**src/rtl/lane_color_mapper.sv**
```systemverilog
// lane_color_mapper: two-stage pixel colour pipeline with a writable 8-entry palette and per-lane receptor flash.
// Optional build macro LANE_COLOR_MAPPER_GRADIENT_EN: blue gradient across the screen for default-class pixels.
`default_nettype none

module lane_color_mapper #(
    parameter int NUM_LANES    = 4,
    parameter int FLASH_FRAMES = 8
) (
    input  logic                 Clk,
    input  logic                 Reset_n,
    input  logic                 frame_start,
    input  logic                 pix_valid,
    input  logic                 is_ball,
    input  logic [NUM_LANES-1:0] is_note,
    input  logic [NUM_LANES-1:0] is_receptor,
    input  logic                 is_receptor_background,
    input  logic                 is_background,
    input  logic [NUM_LANES-1:0] hit,
    input  logic [9:0]           DrawX,
    input  logic                 pal_we,
    input  logic [2:0]           pal_addr,
    input  logic [23:0]          pal_data,
    output logic [7:0]           VGA_R,
    output logic [7:0]           VGA_G,
    output logic [7:0]           VGA_B,
    output logic                 out_valid,
    output logic [NUM_LANES-1:0] flash_active
);

    localparam int             CW           = $clog2(FLASH_FRAMES + 1);
    localparam logic [CW-1:0]  c_FLASH_LOAD = CW'(FLASH_FRAMES);
    localparam logic [2:0]     c_IDX_BALL   = 3'd0;
    localparam logic [2:0]     c_IDX_NOTE   = 3'd1;
    localparam logic [2:0]     c_IDX_RCV    = 3'd2;
    localparam logic [2:0]     c_IDX_FLASH  = 3'd3;
    localparam logic [2:0]     c_IDX_RBG    = 3'd4;
    localparam logic [2:0]     c_IDX_BG     = 3'd5;
    localparam logic [2:0]     c_IDX_DEF    = 3'd6;

    logic [CW-1:0]        r_cnt [NUM_LANES];
    logic [NUM_LANES-1:0] w_flash;
    logic [23:0]          r_pal [8];
    logic [2:0]           w_cls;
    logic                 w_rcv_flash;
    logic                 w_rcv_found;
    logic [2:0]           r_s1_cls;
    logic                 r_s1_valid;
    logic [23:0]          w_color;
    logic [23:0]          r_rgb;
    logic                 r_out_valid;

    generate
        for (genvar gi = 0; gi < NUM_LANES; gi++) begin : g_lane
            always_ff @(posedge Clk or negedge Reset_n) begin
                if (!Reset_n) begin
                    r_cnt[gi] <= '0;
                end else if (hit[gi]) begin
                    r_cnt[gi] <= c_FLASH_LOAD;
                end else if (frame_start && (r_cnt[gi] != '0)) begin
                    r_cnt[gi] <= r_cnt[gi] - CW'(1);
                end
            end
            assign w_flash[gi] = (r_cnt[gi] != '0);
        end
    endgenerate

    assign flash_active = w_flash;

    // Flash state of the lowest-indexed receptor lane under this pixel
    always_comb begin
        w_rcv_flash = 1'b0;
        w_rcv_found = 1'b0;
        for (int i = 0; i < NUM_LANES; i++) begin
            if (is_receptor[i] && !w_rcv_found) begin
                w_rcv_found = 1'b1;
                w_rcv_flash = w_flash[i];
            end
        end
    end

    always_comb begin
        w_cls = c_IDX_DEF;
        if (is_ball)                     w_cls = c_IDX_BALL;
        else if (|is_note)               w_cls = c_IDX_NOTE;
        else if (|is_receptor)           w_cls = w_rcv_flash ? c_IDX_FLASH : c_IDX_RCV;
        else if (is_receptor_background) w_cls = c_IDX_RBG;
        else if (is_background)          w_cls = c_IDX_BG;
    end

    always_ff @(posedge Clk or negedge Reset_n) begin
        if (!Reset_n) begin
            r_pal[0] <= 24'hFFFFFF;
            r_pal[1] <= 24'hFFFFFF;
            r_pal[2] <= 24'h550000;
            r_pal[3] <= 24'hFFFF55;
            r_pal[4] <= 24'h555555;
            r_pal[5] <= 24'h000000;
            r_pal[6] <= 24'h054BC1;
            r_pal[7] <= 24'h000000;
        end else if (pal_we) begin
            r_pal[pal_addr] <= pal_data;
        end
    end

    always_ff @(posedge Clk or negedge Reset_n) begin
        if (!Reset_n) begin
            r_s1_cls   <= c_IDX_DEF;
            r_s1_valid <= 1'b0;
        end else begin
            r_s1_cls   <= w_cls;
            r_s1_valid <= pix_valid;
        end
    end

`ifdef LANE_COLOR_MAPPER_GRADIENT_EN
    logic [6:0] r_s1_col;

    always_ff @(posedge Clk or negedge Reset_n) begin
        if (!Reset_n) r_s1_col <= '0;
        else          r_s1_col <= DrawX[9:3];
    end

    always_comb begin
        w_color = r_pal[r_s1_cls];
        if (r_s1_cls == c_IDX_DEF) w_color[7:0] = 8'h7F - {1'b0, r_s1_col};
    end
`else
    logic w_unused_drawx;
    assign w_unused_drawx = ^DrawX;

    always_comb begin
        w_color = r_pal[r_s1_cls];
    end
`endif

    // Palette read uses the pre-edge contents, so a same-cycle write shows up one pixel later
    always_ff @(posedge Clk or negedge Reset_n) begin
        if (!Reset_n) begin
            r_rgb       <= '0;
            r_out_valid <= 1'b0;
        end else begin
            r_rgb       <= r_s1_valid ? w_color : 24'h000000;
            r_out_valid <= r_s1_valid;
        end
    end

    assign VGA_R     = r_rgb[23:16];
    assign VGA_G     = r_rgb[15:8];
    assign VGA_B     = r_rgb[7:0];
    assign out_valid = r_out_valid;

endmodule

`default_nettype wire

```
**config.mk**
```make
export PLATFORM = sky130hd
export DESIGN_NAME = lane_color_mapper
export DESIGN_NICKNAME = d
export VERILOG_FILES = /design/src/rtl/lane_color_mapper.sv
export SDC_FILE = /design/constraint.sdc
export NUM_CORES = 1
export LEC_CHECK = 0
export ABC_AREA = 1
export ABC_CLOCK_PERIOD_IN_PS = 1370
export BUFFER_PORTS_ARGS = -buffer_cell sky130_fd_sc_hd__buf_2
export CORE_UTILIZATION = 54
export DETAILED_ROUTE_END_ITERATION = 8
export PLACE_DENSITY = 0.76
export SKIP_CTS_REPAIR_TIMING = 1
export SKIP_LAST_GASP = 1
export SLEW_MARGIN = 0
export SYNTH_ARGS = -nofsm -noshare
export SYNTH_HDL_FRONTEND = slang
export SYNTH_SLANG_ARGS = --single-unit
```
**constraint.sdc**
```tcl
create_clock -name Clk -period 1.37 [get_ports Clk]
set_input_delay 0.274 -clock Clk [delete_from_list [all_inputs] [get_ports Clk]]
set_output_delay 0.274 -clock Clk [all_outputs]
set_load 0.005 [all_outputs]
```
-- Word level (Yosys, flattened, before mapping)
Index checks and enable logic that the tools add are counted.
- add/subtract/negate cells: 4
- $lt $le $gt $ge: 3
- muxes and demuxes: 28
- bitwise operators: 2
- reductions and logical operators: 21
- operators with widths (cell ; count):
    bitwise mux 192 bit ; 1
    two-way mux 24 bit ; 4
    binary-select mux 24 bit (select 3 bit) ; 1
    demux 24 bit (select 3 bit) ; 1
    two-way mux 4 bit ; 8
    nonzero test 4 bit ; 4
    subtractor 4 x 1 -> 4 bit, second input constant ; 4
    two-way mux 3 bit ; 3
    greater-or-equal comparator 4 bit, second input constant ; 2
    logical AND 1 bit ; 8
    two-way mux 1 bit ; 8
    NOT 3 -> 4 bit ; 2
    nonzero test 2 bit ; 4
    OR reduction 4 bit ; 2
    < comparator 4 x 1 -> 1 bit, second input constant ; 1
    two-way mux 2 bit ; 2
    zero test 1 bit ; 3
- register bits: 237
- bits of input ports: 57
- output and inout bits: 29
- word-level logic and storage cells: 74

-- Longest topological paths before layout
Gate-level depths: netlist of the first run.
- depth in word-level cells: 14
- depth in mapped cells: 9
- gate-level depth less buffers: 9

-- Worst setup path after synthesis of the first run
OpenSTA, ideal clock, no wires.
- kind: reg2reg
- start point: reg r_s1_cls[1]
- end point: reg r_rgb[22]
- library setup time: 0.117 ns
- data arrival time: 1.209 ns
- slack: 0.044 ns
- stages on the path, launching flop included: 8
- period minus slack after synthesis: 1.326 ns
- path through: dfstp_2 buf_2 clkbuf_1 nor2_1 o21ai_1 o21ai_1 nor2_1 nor2_1
- word-level cells in the longest chain between the ends: 5
- RTL lines (element ; RTL line ; RTL):
    start, declared ; 46 ; logic [2:0] r_s1_cls;
    start signal, assigned ; 107 ; r_s1_cls <= c_IDX_DEF;
    start signal, assigned ; 110 ; r_s1_cls <= w_cls;
    NOT 3 -> 4 bit (implied by the code) ; 132 ; w_color = r_pal[r_s1_cls];
    binary-select mux 24 bit (select 3 bit) ; 132 ;
    two-way mux 24 bit (implied by the code) (2 in series) ; 132 ;
    two-way mux 24 bit ; 142 ; r_rgb <= r_s1_valid ? w_color : 24'h000000;
    end signal, assigned ; 142 ;
    end, declared ; 49 ; logic [23:0] r_rgb;
Every way passes these cells. The select of a mux whose other input is x is not followed.
A chain may end at the register's enable or synchronous reset.

-- Final worst setup path of the first run
- start point: reg r_cnt[5] in the netlist's numbering
- end point: out flash_active[2]
- word-level cells in the longest chain between the ends: 1
- RTL lines (element ; RTL line ; RTL):
    start, declared ; 40 ; logic [CW-1:0] r_cnt [NUM_LANES];
    start signal, assigned by index ; 58 ; r_cnt[gi] <= c_FLASH_LOAD;
    start signal, assigned by index ; 60 ; r_cnt[gi] <= r_cnt[gi] - CW'(1);
    nonzero test 4 bit ; 63 ; assign w_flash[gi] = (r_cnt[gi] != '0);
    end, declared ; 27 ; output logic [NUM_LANES-1:0] flash_active
Every way passes these cells.

==> results of run 1 <==
==> cells in the final DEF, fill, tap and decap left out, types with 2 or more instances in the layout <==
cell type,Yosys,routed
sky130_fd_sc_hd__buf_6,12,16
sky130_fd_sc_hd__nor3_1,3,3
sky130_fd_sc_hd__inv_2,2,10
sky130_fd_sc_hd__buf_12,0,34
sky130_fd_sc_hd__clkbuf_8,0,4
sky130_fd_sc_hd__o21ai_0,218,199
sky130_fd_sc_hd__o211ai_1,24,24
sky130_fd_sc_hd__o21ai_2,0,15
sky130_fd_sc_hd__buf_2,29,71
sky130_fd_sc_hd__nand3_1,38,37
sky130_fd_sc_hd__nor2_2,2,22
sky130_fd_sc_hd__a21oi_1,4,4
sky130_fd_sc_hd__nand4_1,2,2
sky130_fd_sc_hd__buf_4,3,25
sky130_fd_sc_hd__clkbuf_16,0,44
sky130_fd_sc_hd__clkbuf_1,34,10
sky130_fd_sc_hd__dlygate4sd3_1,0,11
sky130_fd_sc_hd__clkinvlp_4,0,2
sky130_fd_sc_hd__nor2_1,197,150
sky130_fd_sc_hd__buf_8,0,6
sky130_fd_sc_hd__clkinv_2,0,2
sky130_fd_sc_hd__nand2_1,275,268
sky130_fd_sc_hd__ha_4,0,4
sky130_fd_sc_hd__bufinv_16,0,2
sky130_fd_sc_hd__dfrtp_1,142,141
sky130_fd_sc_hd__nand2_4,0,3
sky130_fd_sc_hd__nand2_2,0,4
sky130_fd_sc_hd__inv_1,73,64
sky130_fd_sc_hd__dfstp_2,95,95
sky130_fd_sc_hd__nand3b_1,2,2
sky130_fd_sc_hd__nor2_4,0,27
sky130_fd_sc_hd__o21ai_1,81,85
==> area by class of cell <==
cell class / instances / area, um^2 / share of cell area, %
inverter: 75 / 308 / 2.23
tap: 260 / 325 / 2.36
sequential: 237 / 6050 / 43.8
timing repair buffer: 182 / 2080 / 15.1
clock inverter: 7 / 93.8 / 0.680
multi-input combinational: 855 / 4220 / 30.5
clock buffer: 39 / 718 / 5.20
timing repair inverter: 1 / 11.3 / 0.0816
==> worst max-delay path, stage by stage (launching register included) <==
cell,delay (ps)
sky130_fd_sc_hd__dfrtp_1,390
sky130_fd_sc_hd__inv_2,80
sky130_fd_sc_hd__ha_4,150
sky130_fd_sc_hd__nand2_4,50
sky130_fd_sc_hd__nor2_4,120
sky130_fd_sc_hd__inv_2,50
sky130_fd_sc_hd__buf_2,120
==> how the worst max path moves through the flow <==
stage	end	start	cells past startpoint	slack (ps)
after floorplan	r_rgb[22]	r_s1_cls[1]	7	40
after global placement	r_rgb[1]	r_s1_cls[0]	6	-50
after detailed placement	r_rgb[3]	r_s1_cls[0]	6	-70
after CTS	flash_active[2]	r_cnt[5]	6	-530
after global routing	flash_active[2]	r_cnt[5]	6	-450
final	flash_active[2]	r_cnt[5]	6	-390
==> cell usage after synthesis, drive strengths merged <==
cell type,instances
nand2,275
a21oi,4
ha,5
a211oi,1
nand3,38
nand4,2
buf,45
a31oi,1
dfstp,95
o22ai,1
o21ai,299
o211ai,24
clkbuf,34
inv,75
nor2,199
nand3b,2
dfrtp,142
nor3,4
==> cell families (layout without fill, tap and decap cells) <==
kind of cell             count (synthesis)  after routing  share of synthesized area [%]
AO/OA/AOI/OAI                          330            330                           16.2
AND/OR/NAND/NOR                        520            520                           19.2
buffers and inverters                  154            304                           6.77
flip-flops                             237            237                           57.2
adder cells (fa/ha/maj)                  5              5                          0.592
==> report_power, final <==
group | switching, mW | total [mW] | internal, mW
logic | 1.91 | 3.40 | 1.50
registers | 0.748 | 9.36 | 8.62
clock network | 2.79 | 6.77 | 3.98
==> stage by stage <==
| step | power (mW) | TNS [ps] | utilization [%] |
|---|---|---|---|
| 2_1_floorplan | 10.9 | 0 | - |
| 3_3_place_gp | 11.8 | -161 | 61.1 |
| 3_5_place_dp | 11.9 | -288 | 61.1 |
| 4_1_cts | 18.7 | -2420 | 65.4 |
| 5_1_grt | 20.4 | -4860 | 72.8 |
| 6_report | 19.5 | -3020 | 72.8 |
==> state kept, by name (all words and copies together), names as in the netlist <==
register	cells
r_s1_cls	3
r_rgb	24
out_valid	1
r_cnt	16
r_pal	192
r_s1_valid	1
==> per-layer routing <==
layer / share of wire (%) / track usage (%)
met5: 0 / 0
met4: 3.9 / 8.38
met3: 8.3 / 3.78
met2: 49 / 41.9
met1: 39 / 35.5
==> impl_results.md, run 1 <==
- Sequential share of the synthesized area: 57.2%
- Reg2Reg Setup Slack: -150 ps
- Design area: around 0.014 mm^2
- CORE AREA: ~0.019 mm^2
- Number of nets produced by synthesis: 1308
- Worst skew pair latency: between 500 and 600 ps
- Wire length after detailed routing: 30.4 mm
- Placed cell areas: roughly 0.012 mm^2
- Crit path capture type: output port
- Hold Path Depth: 3
- Root buf cell: sky130_fd_sc_hd__clkbuf_16
- Number of nets in the layout: between 1000 and 1500
- Worst-margin pin slew: between 300 and 400 ps
- Post-route insts no fill: approximately 1700
- Status: complete, but fails checks
- Avg Synthesized Cell Area: ~8.5 um^2
- Summed instance area of the synthesized netlist: 0.0106 mm^2
- Failing checks: hold timing, setup timing
- Count of filler cells inserted in the layout: 1290
- Clock transition time at the flip-flop clock pins of the worst setup and hold paths: about 60 ps
- Maximum level of the CTS H-tree: 1
- Type of the worst setup path: flop to output port
- Cell row count: 50
- Capturing point of the worst reg2reg path: r_rgb[11]
- Maximum fanout along the worst path: 3
- CTS sink count: around 240
- Post-Place Cells: 1551
- Worst min-delay path category: input pin to flop
- Number of buffers added by the clock tree synthesis step: 25
- Via count normalized by instance count: between 5 and 6
- Crit path setup slack, layout: -386 ps
- Setup repair after global routing missed its margin: yes
- Worst setup slack after placement: -67.0 ps
- Fraction of layout cells with a size suffix above 1: between 20% and 30%
- Initial DRT Pass Iterations: 5
- Sink of the worst hold path: r_pal[0]
- Number of slew-limit violations in the final report: 0
- Effective utilization at floorplan: between 50% and 60%
- Fraction of post-synthesis cell area in the top cell type by area: ~34%
- Area enclosed by the die boundary: a little over 0.02 mm^2
- CP required: approximately 1100 ps
- Detail Route Antenna Nets: 0
- Register bit count reported by yosys: approximately 240
- Static Leak: approximately 6.3 nW
- Post-synthesis cell type count: 25
- Top achievable clock speed: 569 MHz
- Cell Pwr Density: around 1400 mW/mm^2
- Final cycle utilization of the critical path: 128%
- Number of warnings printed during yosys synthesis: 0
- Hold Slack: -32.2 ps
- Global-route wire length before repair: between 40 and 50 mm
- Launch point of the worst hold path: pal_data[0]
- Clock tree skew after final layout: between 10 and 15 ps
- Minimum period implied by the final worst setup slack: 1760 ps
- DP HPWL: ~15 mm
- Antenna diode count: 0
- DRC errors left: 0
- Global Route Usage Sum: 25.7%
- Total via count after detailed routing: around 9400
- Cell type with the largest total area after synthesis: sky130_fd_sc_hd__dfrtp_1
- Final estimated routing congestion in global placement: a little under 0.8
- Total congestion overflow: 0
- Horizontal extent of the die: ~140 um
- Setup-violating endpoint count in the final report: 28
- Chip height: between 100 and 150 um
- DRC marker count from the first detailed-route iteration: 885
- Top area cells in the synthesized netlist: sky130_fd_sc_hd__dfrtp_1, sky130_fd_sc_hd__dfstp_2, sky130_fd_sc_hd__o21ai_0
- Startpoint types: flop
- Port buffer count: 75
- Number of global-route vias before repair: around 8400
- Tightest slew margin relative to the limit: between 70% and 80%
- Synth-to-Final Area Change: 30.6%
- R2R depth: 8
- Largest vdd supply drop: 1.17 mV
- Deepest clock path buffer count: 3
- Antenna violations before repair: 0
- Gate count of the mapped netlist: 1246
- Per-cell routed wire length: 18.4 um
- R2R Path Start: r_s1_cls[0]
- Maximum number of pins on one net before global-route repair: ~50
- Number of max-cap violations: 0
- Clock tree from TritonCTS: yes
- # IOs: between 80 and 90
- Final Hold Vio Count: 12
- CP Data Arrival Time: 1480 ps
Note: power is estimated with default switching activity, not from simulation.
==> run 2: changes to the inputs <==
--- a/config.mk
+++ b/config.mk
@@ -8,9 +8,9 @@
 export ABC_AREA = 1
 export ABC_CLOCK_PERIOD_IN_PS = 1370
 export BUFFER_PORTS_ARGS = -buffer_cell sky130_fd_sc_hd__buf_2
-export CORE_UTILIZATION = 54
+export CORE_UTILIZATION = 50
 export DETAILED_ROUTE_END_ITERATION = 8
-export PLACE_DENSITY = 0.76
+export PLACE_DENSITY = 0.71
 export SKIP_CTS_REPAIR_TIMING = 1
 export SKIP_LAST_GASP = 1
 export SLEW_MARGIN = 0
==> impl_results.md, run 2 (synthesis results as in run 1) <==
- Final cycle utilization of the critical path: 133% (was 128%)
- Placed cell areas: 0.0115 mm^2 (was 0.0116 mm^2)
- Capturing point of the worst reg2reg path: r_rgb[9] (was r_rgb[11])
- Most common cell after layout, fill and taps aside: sky130_fd_sc_hd__nand2_1 (unchanged)
- Worst skew pair latency: 530 ps (was 540 ps)
- Final estimated routing congestion in global placement: 0.801 (was 0.772)
- Tightest slew margin relative to the limit: 72.9% (was 74.9%)
- Number of flip-flops in the largest register: 192 (unchanged)
- Maximum level of the CTS H-tree: 1 (unchanged)
- Wire length after detailed routing: 30.0 mm (was 30.4 mm)
- Crit path max-delay cell type: sky130_fd_sc_hd__dfrtp_1 (unchanged)
- Total stage count of the critical path: 6 (unchanged)
- Leading cell types in the layout, fill and taps excluded: sky130_fd_sc_hd__nand2_1, sky130_fd_sc_hd__o21ai_0, sky130_fd_sc_hd__nor2_1 (unchanged)
- Via count normalized by instance count: 5.56 (was 5.70)
- Met1 usage in global routing: 33.1% (was 35.5%)
- Total via count after detailed routing: 9257 (was 9443)
- DRC marker count from the first detailed-route iteration: 782 (was 885)
- Chip height: 147 um (was 142 um)
- Worst setup slack after placement: -10.1 ps (was -67.0 ps)
- Failing checks: hold timing, setup timing (unchanged)
- Biggest cell delay along the critical path: 400 ps (was 390 ps)
- Sequential cell area in the final layout: 0.00605 mm^2 (unchanged)
- Delay-heaviest family, CP: flip-flops (unchanged)
- Top achievable clock speed: 551 MHz (was 569 MHz)
- Leading registers by flop count: r_pal x192, r_rgb x24, r_cnt x16 (unchanged)
- Synth-to-Final Area Change: 30.9% (was 30.6%)
- Effective utilization at floorplan: 51.6% (was 55.8%)
- Fraction of layout cells with a size suffix above 1: 28.1% (about the same)
- # IOs: 86 (unchanged)
- Initial DRT Pass Iterations: 5 (unchanged)
- Launch point of the critical path: r_cnt[5] (unchanged)
- Per-cell routed wire length: 18.0 um (was 18.4 um)
- Detail Route Antenna Nets: 0 (unchanged)
- Largest Register: r_pal (unchanged)
- Maximum fanout along the worst path: 3 (unchanged)
- Worst path most repeated cell: sky130_fd_sc_hd__inv_2 (unchanged)
- Clock transition time at the flip-flop clock pins of the worst setup and hold paths: 60 ps (about the same)
- Crit path capture type: output port (unchanged)
- Static Leak: 6.30 nW (was 6.28 nW)
- Antenna violations before repair: 0 (unchanged)
- Deepest clock path buffer count: 3 (unchanged)
- CP required: 1100 ps (about the same)
- R2R depth: 8 (unchanged)
- DRC errors left: 0 (unchanged)
- Setup repair after global routing missed its margin: yes (unchanged)
- Area occupied by multi-input gates: 0.00421 mm^2 (was 0.00422 mm^2)
- Crit path cell chain: inv_2 > ha_4 > nand2_4 > nor2_4 > inv_2 > buf_6 (was inv_2 > ha_4 > nand2_4 > nor2_4 > inv_2 > buf_2)
- Number of nets in the layout: 1437 (was 1439)
- Worst min-delay path category: input pin to flop (unchanged)
- Setup-violating endpoint count in the final report: 29 (was 28)
- Horizontal extent of the die: 147 um (was 142 um)
- Cell Pwr Density: 1460 mW/mm^2 (was 1410 mW/mm^2)
- Minimum period implied by the final worst setup slack: 1820 ps (was 1760 ps)
- Total congestion overflow: 0 (unchanged)
- Count of filler cells inserted in the layout: 1529 (was 1290)
- Clock tree from TritonCTS: yes (unchanged)
- Crit path setup slack, layout: -446 ps (was -386 ps)
- GR Layer Usage met3: 2.75% (was 3.78%)
- Port buffer count: 75 (unchanged)
- Largest vdd supply drop: 0.983 mV (was 1.17 mV)
- Design area: 0.0138 mm^2 (about the same)
- Root buf cell: sky130_fd_sc_hd__clkbuf_16 (unchanged)
- Post-route insts no fill: 1664 (was 1656)
- CP Data Arrival Time: 1540 ps (was 1480 ps)
- Post-Place Cells: 1559 (was 1551)
- Critical Path Sink: flash_active[2] (unchanged)
- Startpoint types: flop (unchanged)
- Number of buffers added by the clock tree synthesis step: 25 (unchanged)
- Number of slew-limit violations in the final report: 0 (unchanged)
- Number of global-route vias before repair: 8285 (was 8398)
- Critical path buffer and inverter count: 3 (unchanged)
- Global-route wire length before repair: 41.2 mm (was 41.4 mm)
- Cell row count: 52 (was 50)
- CORE AREA: 0.0205 mm^2 (was 0.0190 mm^2)
- Worst-margin pin slew: 407 ps (was 377 ps)
- DP HPWL: 14.6 mm (was 14.7 mm)
- Number of max-cap violations: 0 (unchanged)
- Reg2Reg Setup Slack: -170 ps (was -150 ps)
- R2R Path Start: r_s1_cls[1] (was r_s1_cls[0])
- Clock tree skew after final layout: 24.7 ps (was 12.0 ps)
- Status: complete, but fails checks (unchanged)
- Type of the worst setup path: flop to output port (unchanged)
- CTS sink count: 237 (unchanged)
- Maximum number of pins on one net before global-route repair: 51 (was 49)
- Global Route Usage Sum: 23.5% (was 25.7%)
- Antenna diode count: 0 (unchanged)
- Area enclosed by the die boundary: 0.0217 mm^2 (was 0.0201 mm^2)
- M2 GR Usage: 38.3% (was 41.9%)
- Most heavily used metal layer in global routing: met2 (unchanged)
- Hold Slack: -34.1 ps (was -32.2 ps)
- Final Hold Vio Count: 10 (was 12)
==> run 2: worst min-delay path by stage <==
| stage | start | endpoint | slack (ps) | cells after the start |
|---|---|---|---|---|
| 3_5_place_dp | Reset_n | r_cnt[1] | 200 | 1 |
| 2_1_floorplan | Reset_n | out_valid | -20 | 0 |
| 5_1_grt | pal_data[1] | r_pal[1] | -2 | 3 |
| 3_3_place_gp | Reset_n | r_cnt[3] | 210 | 1 |
| 6_report | pal_data[3] | r_pal[3] | -30 | 3 |
| 4_1_cts | Reset_n | r_cnt[3] | -350 | 1 |
==> run 2: cell type report <==
type	instances	area share, %
clock inverters	9	1.11
flip-flops and latches	237	43.8
inverters	75	2.15
well taps	270	2.44
repair buffers	181	14.7
multi-input cells	855	30.5
clock buffers	37	5.43
==> run 2: stage by stage <==
| step | power [mW] | util (%) | TNS, ps |
|---|---|---|---|
| detailed placement | 11.9 | 56.3 | -11.8 |
| global route | 21.0 | 67.5 | -5240 |
| finish | 20.1 | 67.5 | -3430 |
| floorplan | 10.9 | - | 0 |
| CTS | 19.3 | 60.8 | -1860 |
| global placement | 11.8 | 56.3 | -3.17 |
==> run 2: where the power goes <==
group	internal, mW	total [mW]	leakage, nW	switching, mW
Combinational	1.50	3.39	3.09	1.89
Sequential	8.61	9.36	2.77	0.746
Clock	4.54	7.40	0.440	2.85
Total	14.7	20.1	6.30	5.49
==> run 2: layer usage <==
layer | routed length, um | vias to the layer above
li1 | - | 4321
met5 | 0 | -
met3 | 1930 | 71
met4 | 859 | 0
met1 | 12800 | 4493
met2 | 14400 | 372
==> run 2: worst reg2reg max path, delay by kind of cell (launching register included) <==
family / cells / cell delay, ps
AOI/OAI and AO/OA: 2 / 140
buffers and inverters: 3 / 410
and+or+nand+nor: 3 / 260
DFF: 1 / 600
